<file path="src/rtl/rand_window_stats_if.sv">
// Result port of rand_window_stats: one window result plus valid/ready handshake.
// With RAND_STATS_SUM_EN defined the port also carries the window sum.
interface rand_window_stats_if #(
    parameter int WINDOW = 16
);
    localparam int CW = $clog2(WINDOW + 1);
`ifdef RAND_STATS_SUM_EN
    localparam int SW = 8 + $clog2(WINDOW);
`endif

    logic          res_valid;
    logic          res_ready;
    logic [CW-1:0] cnt2;
    logic [CW-1:0] cnt3;
    logic [CW-1:0] cnt5;
    logic [7:0]    min_val;
    logic [7:0]    max_val;
    logic          overrun;
`ifdef RAND_STATS_SUM_EN
    logic [SW-1:0] sum_val;
`endif

`ifdef RAND_STATS_SUM_EN
    modport master (
        output res_valid, cnt2, cnt3, cnt5, min_val, max_val, overrun, sum_val,
        input  res_ready
    );
    modport slave (
        input  res_valid, cnt2, cnt3, cnt5, min_val, max_val, overrun, sum_val,
        output res_ready
    );
`else
    modport master (
        output res_valid, cnt2, cnt3, cnt5, min_val, max_val, overrun,
        input  res_ready
    );
    modport slave (
        input  res_valid, cnt2, cnt3, cnt5, min_val, max_val, overrun,
        output res_ready
    );
`endif
endinterface

</file>
<file path="src/rtl/rand_window_stats.sv">
// Windowed statistics (flag hit counts, min, max) over WINDOW enabled random samples.
// Optional window sum output enabled by defining RAND_STATS_SUM_EN.
module rand_window_stats #(
    parameter int WINDOW = 16
) (
    input  logic                  clk,
    input  logic                  rst_n,
    input  logic                  en,
    input  logic [7:0]            rand_num,
    input  logic [2:0]            flags,
    input  logic                  clr,
    rand_window_stats_if.master   res
);
    localparam int CW = $clog2(WINDOW + 1);
    localparam int IW = $clog2(WINDOW);
`ifdef RAND_STATS_SUM_EN
    localparam int SW = 8 + $clog2(WINDOW);
`endif

    typedef enum logic {EMPTY, FULL} state_t;

    state_t        state;
    logic [IW-1:0] acc_idx;
    logic [CW-1:0] acc_cnt2;
    logic [CW-1:0] acc_cnt3;
    logic [CW-1:0] acc_cnt5;
    logic [7:0]    acc_min;
    logic [7:0]    acc_max;
`ifdef RAND_STATS_SUM_EN
    logic [SW-1:0] acc_sum;
    logic [SW-1:0] nxt_sum;
`endif

    logic [CW-1:0] nxt_cnt2;
    logic [CW-1:0] nxt_cnt3;
    logic [CW-1:0] nxt_cnt5;
    logic [7:0]    nxt_min;
    logic [7:0]    nxt_max;
    logic          complete;
    logic          load;
    logic          drop;

    // Window totals including the current sample, so the last sample lands in the result
    always_comb begin
        nxt_cnt2 = acc_cnt2 + CW'(flags[2]);
        nxt_cnt3 = acc_cnt3 + CW'(flags[1]);
        nxt_cnt5 = acc_cnt5 + CW'(flags[0]);
        nxt_min  = (rand_num < acc_min) ? rand_num : acc_min;
        nxt_max  = (rand_num > acc_max) ? rand_num : acc_max;
`ifdef RAND_STATS_SUM_EN
        nxt_sum  = acc_sum + SW'(rand_num);
`endif
        complete = en && (acc_idx == IW'(WINDOW - 1));
        load     = complete && ((state == EMPTY) || res.res_ready);
        drop     = complete && (state == FULL) && !res.res_ready;
    end

    always_ff @(posedge clk or negedge rst_n) begin
        if (!rst_n) begin
            acc_idx  <= '0;
            acc_cnt2 <= '0;
            acc_cnt3 <= '0;
            acc_cnt5 <= '0;
            acc_min  <= 8'hFF;
            acc_max  <= 8'h00;
`ifdef RAND_STATS_SUM_EN
            acc_sum  <= '0;
`endif
        end else if (clr || complete) begin
            // A finished window restarts immediately so no sample is lost
            acc_idx  <= '0;
            acc_cnt2 <= '0;
            acc_cnt3 <= '0;
            acc_cnt5 <= '0;
            acc_min  <= 8'hFF;
            acc_max  <= 8'h00;
`ifdef RAND_STATS_SUM_EN
            acc_sum  <= '0;
`endif
        end else if (en) begin
            acc_idx  <= acc_idx + 1'b1;
            acc_cnt2 <= nxt_cnt2;
            acc_cnt3 <= nxt_cnt3;
            acc_cnt5 <= nxt_cnt5;
            acc_min  <= nxt_min;
            acc_max  <= nxt_max;
`ifdef RAND_STATS_SUM_EN
            acc_sum  <= nxt_sum;
`endif
        end
    end

    // Result holding FSM; a result is only replaced when the port is empty or being drained
    always_ff @(posedge clk or negedge rst_n) begin
        if (!rst_n) begin
            state         <= EMPTY;
            res.res_valid <= 1'b0;
            res.overrun   <= 1'b0;
            res.cnt2      <= '0;
            res.cnt3      <= '0;
            res.cnt5      <= '0;
            res.min_val   <= '0;
            res.max_val   <= '0;
`ifdef RAND_STATS_SUM_EN
            res.sum_val   <= '0;
`endif
        end else if (clr) begin
            state         <= EMPTY;
            res.res_valid <= 1'b0;
            res.overrun   <= 1'b0;
            res.cnt2      <= '0;
            res.cnt3      <= '0;
            res.cnt5      <= '0;
            res.min_val   <= '0;
            res.max_val   <= '0;
`ifdef RAND_STATS_SUM_EN
            res.sum_val   <= '0;
`endif
        end else begin
            if (load) begin
                res.cnt2    <= nxt_cnt2;
                res.cnt3    <= nxt_cnt3;
                res.cnt5    <= nxt_cnt5;
                res.min_val <= nxt_min;
                res.max_val <= nxt_max;
`ifdef RAND_STATS_SUM_EN
                res.sum_val <= nxt_sum;
`endif
            end
            if (drop) begin
                res.overrun <= 1'b1;
            end
            case (state)
                EMPTY: begin
                    if (complete) begin
                        state         <= FULL;
                        res.res_valid <= 1'b1;
                    end
                end
                FULL: begin
                    if (res.res_ready && !complete) begin
                        state         <= EMPTY;
                        res.res_valid <= 1'b0;
                    end
                end
                default: begin
                    state         <= EMPTY;
                    res.res_valid <= 1'b0;
                end
            endcase
        end
    end
endmodule

</file>
<file path="src/flat_wrapper.sv">
// flat-port wrapper written by rule: the top's interface ports become plain ports
module rand_window_stats_flat 
#(
    parameter int WINDOW = 16
)
  (clk, rst_n, en, rand_num, flags, clr, res_res_valid, res_cnt2, res_cnt3, res_cnt5, res_min_val, res_max_val, res_overrun, res_res_ready);
  rand_window_stats_if #(.WINDOW(WINDOW)) res_i ();
  input  logic clk;
  input  logic rst_n;
  input  logic en;
  input  logic [7:0] rand_num;
  input  logic [2:0] flags;
  input  logic clr;
  output wire logic [$bits(res_i.res_valid)-1:0] res_res_valid;
  output wire logic [$bits(res_i.cnt2)-1:0] res_cnt2;
  output wire logic [$bits(res_i.cnt3)-1:0] res_cnt3;
  output wire logic [$bits(res_i.cnt5)-1:0] res_cnt5;
  output wire logic [$bits(res_i.min_val)-1:0] res_min_val;
  output wire logic [$bits(res_i.max_val)-1:0] res_max_val;
  output wire logic [$bits(res_i.overrun)-1:0] res_overrun;
  input wire logic [$bits(res_i.res_ready)-1:0] res_res_ready;
  assign res_res_valid = res_i.res_valid;
  assign res_cnt2 = res_i.cnt2;
  assign res_cnt3 = res_i.cnt3;
  assign res_cnt5 = res_i.cnt5;
  assign res_min_val = res_i.min_val;
  assign res_max_val = res_i.max_val;
  assign res_overrun = res_i.overrun;
  assign res_i.res_ready = res_res_ready;
  rand_window_stats #(.WINDOW(WINDOW)) u_core (.clk(clk), .rst_n(rst_n), .en(en), .rand_num(rand_num), .flags(flags), .clr(clr), .res(res_i));
endmodule
</file>
<file path="config.mk">
export PLATFORM = sky130hd
export DESIGN_NAME = rand_window_stats_flat
export DESIGN_NICKNAME = d
export VERILOG_FILES = /design/src/rtl/rand_window_stats_if.sv /design/src/rtl/rand_window_stats.sv /design/src/flat_wrapper.sv
export SDC_FILE = /design/constraint.sdc
export NUM_CORES = 1
export LEC_CHECK = 0
export CAP_MARGIN = 15
export CELL_PAD_IN_SITES_DETAIL_PLACEMENT = 0
export CELL_PAD_IN_SITES_GLOBAL_PLACEMENT = 1
export CORE_ASPECT_RATIO = 2
export CORE_MARGIN = 3
export CORE_UTILIZATION = 46
export DETAILED_ROUTE_END_ITERATION = 8
export PLACE_DENSITY = 0.95
export SYNTH_ARGS = -nofsm -noshare
export SYNTH_HDL_FRONTEND = slang
export SYNTH_SLANG_ARGS = --single-unit
</file>
<file path="constraint.sdc">
create_clock -name clk -period 3.3 [get_ports clk]
set_input_delay 0.66 -clock clk [delete_from_list [all_inputs] [get_ports clk]]
set_output_delay 0.66 -clock clk [all_outputs]
set_load 0.03 [all_outputs]
</file>
==> metrics.yaml, run 1 <==
logic_synthesis:
  syn-cell-area_um2: 3633
  syn_inst: 360
  ys_async_sr_fraction: 1.000
  ys_warn_count: 0
  yosys.area.top_type: "dfrtp_1"
  synth.top_cells.by_count: "dfrtp_1, nor2_1, mux2i_1, nand2_1, ha_1"
  yosysMostFrequentCell: "dfrtp_1"
  synthTopCellsByArea: "dfrtp_1, mux2i_1, ha_1"
  ys_ff_latch: 69
  synth_nets: 398
  postSynthAreaPerCell_um2: 10.09
  synthDistinctLibCells: 40
  synthFlopType: "dfrtp_1"
  ys_seq_area_frac: 0.4780
  synth_edf_count: 0
  synth_top_area_share: 0.4201
global_routing:
  grt_pass1_wl_mm: 14.23
  grt_max_degree: 57
  grt_pass1_vias: 2949
  grt_antenna_before_repair: 0
  grt_usage: 0.2105
  overflow: 0
timing:
  hold_violations: 0
  grt_setup_unrepaired: "no"
  slew_headroom: 0.5198
  fmax_mhz: 369.3
  fin_crit_ps: 2708
  fin_crit_sh: 0.8206
  fin_setup_tns_ps: 0
  worst_pin_slew_ps: 720.3
  maxSlewViolCount: 0
  fin_skew_ps: 5.178
  setup_viol: 0
placement:
  dp.cells: 493
  routabilityCongestion: 0.8987
  dpl.hpwl_mm: 6.152
  portBuffers: 48
cts:
  clock_sinks: 69
  clk_pin_slew_ps: 60
  insertion_delay_ps: 330
  clock_path_buffers: 2
  htree_levels: 3
  cts_root_buf: "clkbuf_16"
  tritoncts: "built"
  cts_buffers: 9
  postCtsSetupRepairBufs: 0
  post_cts_resized: 0
  cts_hold_buf: 0
final_layout:
  syn2layout_area_growth_pct: 25.55
  finalNonFillerCells: 509
  n_antenna_cell: 0
  layout-drive-gt1-share: 0.1181
  nNetsFinal: 448
  fillerInstances: 685
detailed_routing:
  wire_per_inst_um: 16.97
  top_layer_used: "met4"
  wl_met1_mm: 3.166
  dr_wl_met3_um: 272
  wl_mm: 8.638
  route.vias.total: 2829
  remaining_drc_errors: 0
  first_pass_iters: 4
  vias_per_cell: 5.558
  wl_met2_mm: 4.868
  drt_iter0_drc: 128
  antenna_left: 0
floorplan:
  die_width_um: 68.85
  ios: 49
  core_area_um2: 7657
  start_util: 0.4745
  rows: 45
  dieArea_um2: 9066
  die_height_um: 131.7
worst_setup_path:
  end_kind: "flop"
  worst-setup-path-type: "in -> reg"
  start_kind: "input port"
  required_ps: 3530
  arrival_ps: 2940
  worstPathMaxFanout: 16
pwr:
  ir_drop_uv: 343.7
  power.density_nw_per_um2: 476.6
  leakagePower_nw: 1.976
hold_path:
  hold_path_class: "in -> async"
outcome:
  status: "finished clean"
job:
  maxCapViolCount: 0
==> logic make-up after synthesis <==
kind of cell	share of synthesized area
and+or+nand+nor	0.1457
DFF	0.4780
AOI/OAI and AO/OA	0.1216
buffers and inverters	0.04856
muxes	0.07989
adders and majority gates	0.07576
xor gates and xnor gates	0.05062
==> report_power, final <==
group	internal (mW)	switching (mW)	leakage, nW
registers	0.875	0.0185	0.929
logic	0.0965	0.148	0.894
clock network	0.681	0.355	0.153
==> critical path, stage by stage <==
cell	delay [ps]
clkdlybuf4s50_1	540
ha_1	390
a21o_2	230
a221oi_2	420
o211ai_2	390
nor3_1	230
a31oi_1	70
==> sequential cells by signal (all words and copies together) (netlist names), 8 cells and up <==
register,cells
u_core.res.min_val,8
u_core.acc_max,8
u_core.acc_min,8
u_core.res.max_val,8
==> metrics by stage <==
step	instance area [µm²]	hold WS [ps]	total power [mW]	utilization	setup slack, ps
finish	4562	378.0	2.174	0.5958	592.0
global route	4562	433.4	2.256	0.5958	466.3
CTS	4562	400.9	2.190	0.5958	622.3
detailed placement	4243	485.4	1.150	0.5541	276.8
global placement	4243	473.0	1.140	0.5541	300.3
floorplan	3633	364.4	1.056	-	1098
==> layout make-up <==
type / count / area (µm²) / share of cell area
Inverter: 16 / 60.06 / 0.01317
Tap cell: 94 / 117.6 / 0.02578
Clock inverter: 4 / 72.57 / 0.01591
Multi-Input combinational cell: 251 / 1728 / 0.3788
Timing Repair Buffer: 63 / 600.6 / 0.1317
Clock buffer: 12 / 246.5 / 0.05403
Sequential cell: 69 / 1737 / 0.3807
==> layer usage <==
metal / GRT usage / vias to the layer above
met1: 0.2266 / 1386
li1: - / 1359
met5: 0 / -
met3: 0.03935 / 24
met4: 0.09772 / 0
met2: 0.3739 / 60
==> placed cells by master (no fill, tap or decap), drive strengths merged, types with 2 or more instances in the layout <==
cell           netlist  routed
xor2                17      17
ha                  22      22
buf                 11      16
a221oi               2       2
nand3               14      14
nand2               26      26
inv                 16      16
a311oi               8       8
bufinv               0       2
a211oi              19      19
nand2b               2       2
a21o                 2       2
o21ai               10      10
a31oi                7       7
a21oi                4       4
nor2                57      57
clkbuf              13      12
nand4               10      10
mux2i               29      29
xnor2                4       4
nor3                 7       7
dfrtp               61      61
o211ai               3       3
nor2b                2       2
dfstp                8       8
clkdlybuf4s50        0      47
==> final timing paths <==
check	slack (ps)	depth (start not counted)	to	from
max	590	7	u_core.acc_min[1]	rand_num[4]
min	380	1	u_core.res.cnt3[1]	rst_n
max reg2reg	940	7	u_core.acc_min[1]	u_core.acc_min[7]
min reg2reg	480	1	u_core.res.res_valid	u_core.state
max in group asynchronous	2130	2	u_core.acc_idx[2]	rst_n
min in group clk	480	1	u_core.res.res_valid	u_core.state
Note: power is estimated with default switching activity, not from simulation.
==> run 2: changes to the inputs <==
--- a/config.mk
+++ b/config.mk
@@ -10,9 +10,9 @@
 export CELL_PAD_IN_SITES_GLOBAL_PLACEMENT = 1
 export CORE_ASPECT_RATIO = 2
 export CORE_MARGIN = 3
-export CORE_UTILIZATION = 46
+export CORE_UTILIZATION = 39
 export DETAILED_ROUTE_END_ITERATION = 8
-export PLACE_DENSITY = 0.95
+export PLACE_DENSITY = 0.87
 export SYNTH_ARGS = -nofsm -noshare
 export SYNTH_HDL_FRONTEND = slang
 export SYNTH_SLANG_ARGS = --single-unit
==> constraint.sdc (replaced) <==
create_clock -name clk -period 2.2 [get_ports clk]
set_input_delay 0.44 -clock clk [delete_from_list [all_inputs] [get_ports clk]]
set_output_delay 0.44 -clock clk [all_outputs]
set_load 0.03 [all_outputs]
==> run 2 against run 1 <==
Effect of this change: global-route usage is 2.8 points lower; worst setup slack worse by 550 ps; routed wire length is 5.3% higher; power is 43% higher; worst hold slack worse by 260 ps; critical endpoint is now u_core.res.min_val[6]; sequential share of layout area is 1.9 points lower; largest cell class is now multi-input gates; via count is 3.0% higher; flip-flop and latch count stayed put; clock skew is 3.4 ps higher; highest routed layer unchanged.
==> metrics.yaml, run 2 (synthesized netlist as in run 1, its figures left out) <==
outcome:
  status: "finished clean"
worst_setup_path:
  worstPathCellList: "inv_2, ha_4, and3_4, buf_4, o2111ai_4, o21ai_4, buf_6, mux2i_2, a211oi_1"
  crit_start: "u_core.acc_min[6]"
  required_ps: 2410
  start_kind: "flop"
  end_kind: "flop"
  cpLargestDelayFamily: "flip-flops"
  worst-setup-path-type: "reg -> reg"
  cpPeakStageDelay_ps: 550
  critPathBufInv: 3
  arrival_ps: 2370
  worstPathMaxFanout: 4
  timing.rr.start: "u_core.acc_min[6]"
  critPathSlowestCell: "dfstp_2"
  rrSetupSlack_ps: 40
cts:
  clock_sinks: 69
  insertion_delay_ps: 330
  cts_root_buf: "clkbuf_16"
  htree_levels: 3
  clk_pin_slew_ps: 60
  clock_path_buffers: 2
  tritoncts: "built"
  cts_hold_buf: 0
  cts_buffers: 9
final_layout:
  finalNonFillerCells: 537
  nNetsFinal: 468
  final_common_cell: "dfrtp_1"
  final_cell_mix: "dfrtp_1, nor2_1, clkdlybuf4s50_1"
  fillerInstances: 794
  syn2layout_area_growth_pct: 32.09
  layout-drive-gt1-share: 0.1885
  final_area_um2: 4800
  n_antenna_cell: 0
global_routing:
  grt_pass1_vias: 2924
  grt_usage: 0.1822
  top_usage_layer: "met2"
  met2_usage: 0.3090
  grt_pass1_wl_mm: 14.32
  grt_antenna_before_repair: 0
  met3_usage: 0.03960
  overflow: 0
  grt_max_degree: 70
  grtUsageMet1: 0.1918
floorplan:
  core_area_um2: 9012
  die_height_um: 142.5
  ios: 49
  start_util: 0.4032
  rows: 49
  die_width_um: 74.25
  dieArea_um2: 10580
hold_path:
  hold_path_class: "in -> async"
detailed_routing:
  drt_iter0_drc: 166
  vias_per_cell: 5.426
  wl_mm: 9.099
  wire_per_inst_um: 16.94
  first_pass_iters: 4
  remaining_drc_errors: 0
  antenna_left: 0
  route.vias.total: 2914
placement:
  dp.cells: 519
  place_ws_ps: -491.8
  dpl-instance-area_um2: 4413
  routabilityCongestion: 0.9315
  portBuffers: 48
  dpl.hpwl_mm: 6.413
timing:
  fin_crit_ps: 2156
  worst_pin_slew_ps: 382.0
  fmax_mhz: 463.7
  maxSlewViolCount: 0
  fin_skew_ps: 8.580
  worst_slack_ps: 43.61
  slew_headroom: 0.7454
  fin_crit_sh: 0.9802
  setup_viol: 0
  fin_setup_tns_ps: 0
  hold_violations: 0
pwr:
  leakagePower_nw: 2.072
  power.density_nw_per_um2: 649.5
  ir_drop_uv: 438.9
job:
  maxCapViolCount: 0
==> run 2: worst register-to-register path, delay by kind of cell, from the launching register on <==
family                   cells  cell delay (ps)
flip-flops                   1              550
AO/OA/AOI/OAI                3              460
buffers and inverters        3              340
adder cells (fa/ha/maj)      1              260
multiplexers                 1              220
AND/OR/NAND/NOR              1              190
==> run 2: layer usage <==
layer / share of wire / routed length [µm] / vias to the layer above
met5: 0 / 0 / -
met4: 0.068 / 623 / 0
met3: 0.040 / 361 / 35
met2: 0.53 / 4814 / 88
met1: 0.36 / 3300 / 1391
li1: - / - / 1400
==> run 2: where the power goes <==
| part | internal [mW] | switching, mW | total, mW | leakage (nW) |
|---|---|---|---|---|
| combinational | 0.204 | 0.251 | 0.455 | 1.01 |
| clock | 0.765 | 0.556 | 1.32 | 0.132 |
| sequential | 1.31 | 0.0290 | 1.34 | 0.929 |
==> run 2: worst paths after layout <==
kind | to | depth (start not counted)
setup / recovery | u_core.res.min_val[6] | 9
hold / removal | u_core.res.min_val[3] | 2
setup reg to reg | u_core.res.min_val[6] | 9
hold reg to reg | u_core.res.res_valid | 1
max in group asynchronous | u_core.acc_min[0] | 2
min in group clk | u_core.res.res_valid | 1
==> run 2: metrics by stage <==
stage / hold slack [ps] / power (mW) / utilization
6_report: 113.2 / 3.117 / 0.5326
5_1_grt: 135.6 / 3.260 / 0.5326
4_1_cts: 135.8 / 3.113 / 0.5233
3_5_place_dp: 494.7 / 1.772 / 0.4897
3_3_place_gp: 470.9 / 1.759 / 0.4897
2_1_floorplan: 144.4 / 1.584 / -
==> run 2: timing repair <==
item | CTS | global route
buffers inserted | 2 | 0
endpoints found under the setup margin | 16 | 30
pin swaps | 3 | 8
cloned | 0 | 0
resized for setup | 7 | 18
==> run 2: layout make-up <==
cell class	instances	area, µm²	share of cell area
inverters	16	60.06	0.01251
flip-flops and latches	69	1737	0.3618
clock buffers	9	225.2	0.04692
clock inverters	7	51.30	0.01069
repair buffers	83	789.5	0.1645
multi-input cells	251	1809	0.3770
well taps	102	127.6	0.02659
==> run 3: changes to the inputs <==
--- a/config.mk
+++ b/config.mk
@@ -5,14 +5,15 @@
 export SDC_FILE = /design/constraint.sdc
 export NUM_CORES = 1
 export LEC_CHECK = 0
+export ABC_AREA = 1
 export CAP_MARGIN = 15
 export CELL_PAD_IN_SITES_DETAIL_PLACEMENT = 0
 export CELL_PAD_IN_SITES_GLOBAL_PLACEMENT = 1
 export CORE_ASPECT_RATIO = 2
 export CORE_MARGIN = 3
-export CORE_UTILIZATION = 39
+export CORE_UTILIZATION = 37
 export DETAILED_ROUTE_END_ITERATION = 8
-export PLACE_DENSITY = 0.87
+export PLACE_DENSITY = 0.86
 export SYNTH_ARGS = -nofsm -noshare
 export SYNTH_HDL_FRONTEND = slang
 export SYNTH_SLANG_ARGS = --single-unit
==> run 3 against run 2 <==
Effect of this change: power grew 0.19%; combinational power fell by 17%; fmax up 13%; largest cell class is now flip-flops and latches; highest routed layer unchanged.
==> metrics.yaml, run 3 <==
outcome:
  status: "finished clean"
timing:
  grt_setup_unrepaired: "no"
  fin_setup_tns_ps: 0
  fin_crit_sh: 0.8652
  fin_skew_ps: 4.452
  setup_viol: 0
  slew_headroom: 0.6232
  worst_pin_slew_ps: 564.3
  maxSlewViolCount: 0
  hold_violations: 0
  fmax_mhz: 525.4
  fin_crit_ps: 1903
pwr:
  p_int_mw: 2.340
  ir_drop_uv: 434.2
  combinationalPowerShare: 0.121
  power.share.clock: 0.450
  swShare: 0.2508
  leakagePower_nw: 2.246
  p_sw_mw: 0.7834
  design_power_total_mw: 3.123
  power.density_nw_per_um2: 703.9
  power.share.sequential: 0.429
hold_path:
  hold_path_class: "in -> async"
detailed_routing:
  wl_mm: 8.075
  wire_per_inst_um: 13.97
  drt_iter0_drc: 80
  vias_per_cell: 4.934
  first_pass_iters: 7
  antenna_left: 0
  remaining_drc_errors: 0
  route.vias.total: 2852
cts:
  clock_sinks: 69
  tritoncts: "built"
  htree_levels: 3
  clock_path_buffers: 2
  insertion_delay_ps: 330
  cts_hold_buf: 0
  postCtsSetupRepairBufs: 0
  cts_buffers: 9
  clk_pin_slew_ps: 50
  cts_root_buf: "clkbuf_16"
  post_cts_resized: 0
worst_setup_path:
  crit_start: "rand_num[5]"
  required_ps: 2470
  end_kind: "flop"
  critPathBufInv: 2
  arrival_ps: 2170
  worstPathCellList: "clkdlybuf4s50_1, buf_4, ha_1, a21oi_1, o21a_1, nand2_1, nand2_1, nand3_1, nand2_1"
  cpPeakStageDelay_ps: 450
  crit_top_cell: "nand2_1"
  worst-setup-path-type: "in -> reg"
  timing.rr.start: "u_core.acc_min[7]"
  cpLargestDelayFamily: "buffers and inverters"
  worstPathMaxFanout: 8
  r2r_cells: 10
  rrSetupSlack_ps: 400
  critPathSlowestCell: "clkdlybuf4s50_1"
  r2r-end: "u_core.res.min_val[7]"
  start_kind: "input port"
logic_synthesis:
  ys_async_sr_fraction: 1.000
  postSynthAreaPerCell_um2: 8.657
  syn_inst: 407
  synthDistinctLibCells: 32
  synthTopCellsByArea: "dfrtp_1, nand2_1, ha_1"
  ys_seq_area_frac: 0.4929
  yosysMostFrequentCell: "nand2_1"
  synth_nets: 445
  synth_edf_count: 0
  ys_warn_count: 0
  ys_ff_latch: 69
  synth_top_area_share: 0.4332
  synthFlopType: "dfrtp_1"
  synth.top_cells.by_count: "nand2_1, dfrtp_1, nand3_1, inv_1, ha_1"
  syn-cell-area_um2: 3523
  yosys.area.top_type: "dfrtp_1"
global_routing:
  grt_antenna_before_repair: 0
  grt_pass1_vias: 2936
  overflow: 0
  grt_max_degree: 70
  grt_pass1_wl_mm: 13.66
  grt_usage: 0.1665
final_layout:
  syn2layout_area_growth_pct: 25.92
  utilization: 0.4857
  final_common_cell: "nand2_1"
  seq_area_um2: 1737
  nNetsFinal: 509
  fillerInstances: 865
  layout-drive-gt1-share: 0.1008
  multiInputGateArea_um2: 1499
  n_antenna_cell: 0
  final_cell_mix: "nand2_1, dfrtp_1, nand3_1"
floorplan:
  start_util: 0.3857
  core_area_um2: 9135
  dieArea_um2: 10800
  rows: 49
  die_width_um: 75
  ios: 49
  die_height_um: 144.0
placement:
  portBuffers: 48
  dpl.hpwl_mm: 5.778
  routabilityCongestion: 0.8456
job:
  maxCapViolCount: 0
[run 3: cell families after synthesis]
logic type | count (synthesis) | synth area share
compound gates | 51 | 0.07529
buf+inv | 57 | 0.08168
flops | 69 | 0.4929
xor+xnor | 10 | 0.02486
fa+ha+maj | 22 | 0.07812
simple gates | 198 | 0.2472
[run 3: power by group through the flow]
stage / Combinational, mW / Sequential, mW / Clock (mW)
6_report: 0.378 / 1.34 / 1.41
5_1_grt: 0.440 / 1.34 / 1.48
4_1_cts: 0.387 / 1.34 / 1.43
3_5_place_dp: 0.385 / 1.36 / 0
3_3_place_gp: 0.376 / 1.36 / 0
2_1_floorplan: 0.245 / 1.35 / 0
[run 3: layout make-up]
cell class,instances,area share
sequential,69,0.3914
clock inverter,1,0.001128
clock buffer,15,0.06486
inverter,48,0.04230
timing repair buffer,62,0.1337
tap,102,0.02876
multi-input combinational,281,0.3378
[run 3: worst reg2reg max path: cells and delay by family (launching register included)]
family / cells / cell delay (ps)
AND/OR/NAND/NOR: 6 / 660
flip-flops: 1 / 530
adder cells (fa/ha/maj): 1 / 280
AO/OA/AOI/OAI: 1 / 180
buffers and inverters: 2 / 80
[run 3: how the worst max path moves through the flow]
| stage | slack (ps) | depth (start not counted) | endpoint |
|---|---|---|---|
| after floorplan | 540 | 9 | u_core.res.min_val[0] |
| after global placement | -40 | 9 | u_core.res.min_val[7] |
| after detailed placement | -50 | 9 | u_core.acc_max[4] |
| after CTS | 280 | 9 | u_core.res.min_val[7] |
| after global routing | 140 | 9 | u_core.acc_min[2] |
| final | 300 | 9 | u_core.res.min_val[7] |
[run 3: layer usage]
| layer | vias up | global-route usage | routed length [µm] |
|---|---|---|---|
| met5 | - | 0 | 0 |
| met1 | 1341 | 0.1835 | 3193 |
| met4 | 0 | 0.06754 | 154 |
| met2 | 54 | 0.2916 | 4364 |
| li1 | 1443 | - | - |
| met3 | 14 | 0.04732 | 362 |
[run 3: stage by stage]
step / worst slack [ps] / hold WS, ps / std cells / cell area, µm²
3_5_place_dp: -54.72 / 464.7 / 562 / 4144
2_1_floorplan: 540.8 / 144.4 / 407 / 3523
5_1_grt: 135.3 / 146.8 / 578 / 4437
4_1_cts: 278.3 / 135.4 / 578 / 4437
3_3_place_gp: -36.09 / 462.8 / 562 / 4144
6_report: 296.6 / 120.9 / 578 / 4437
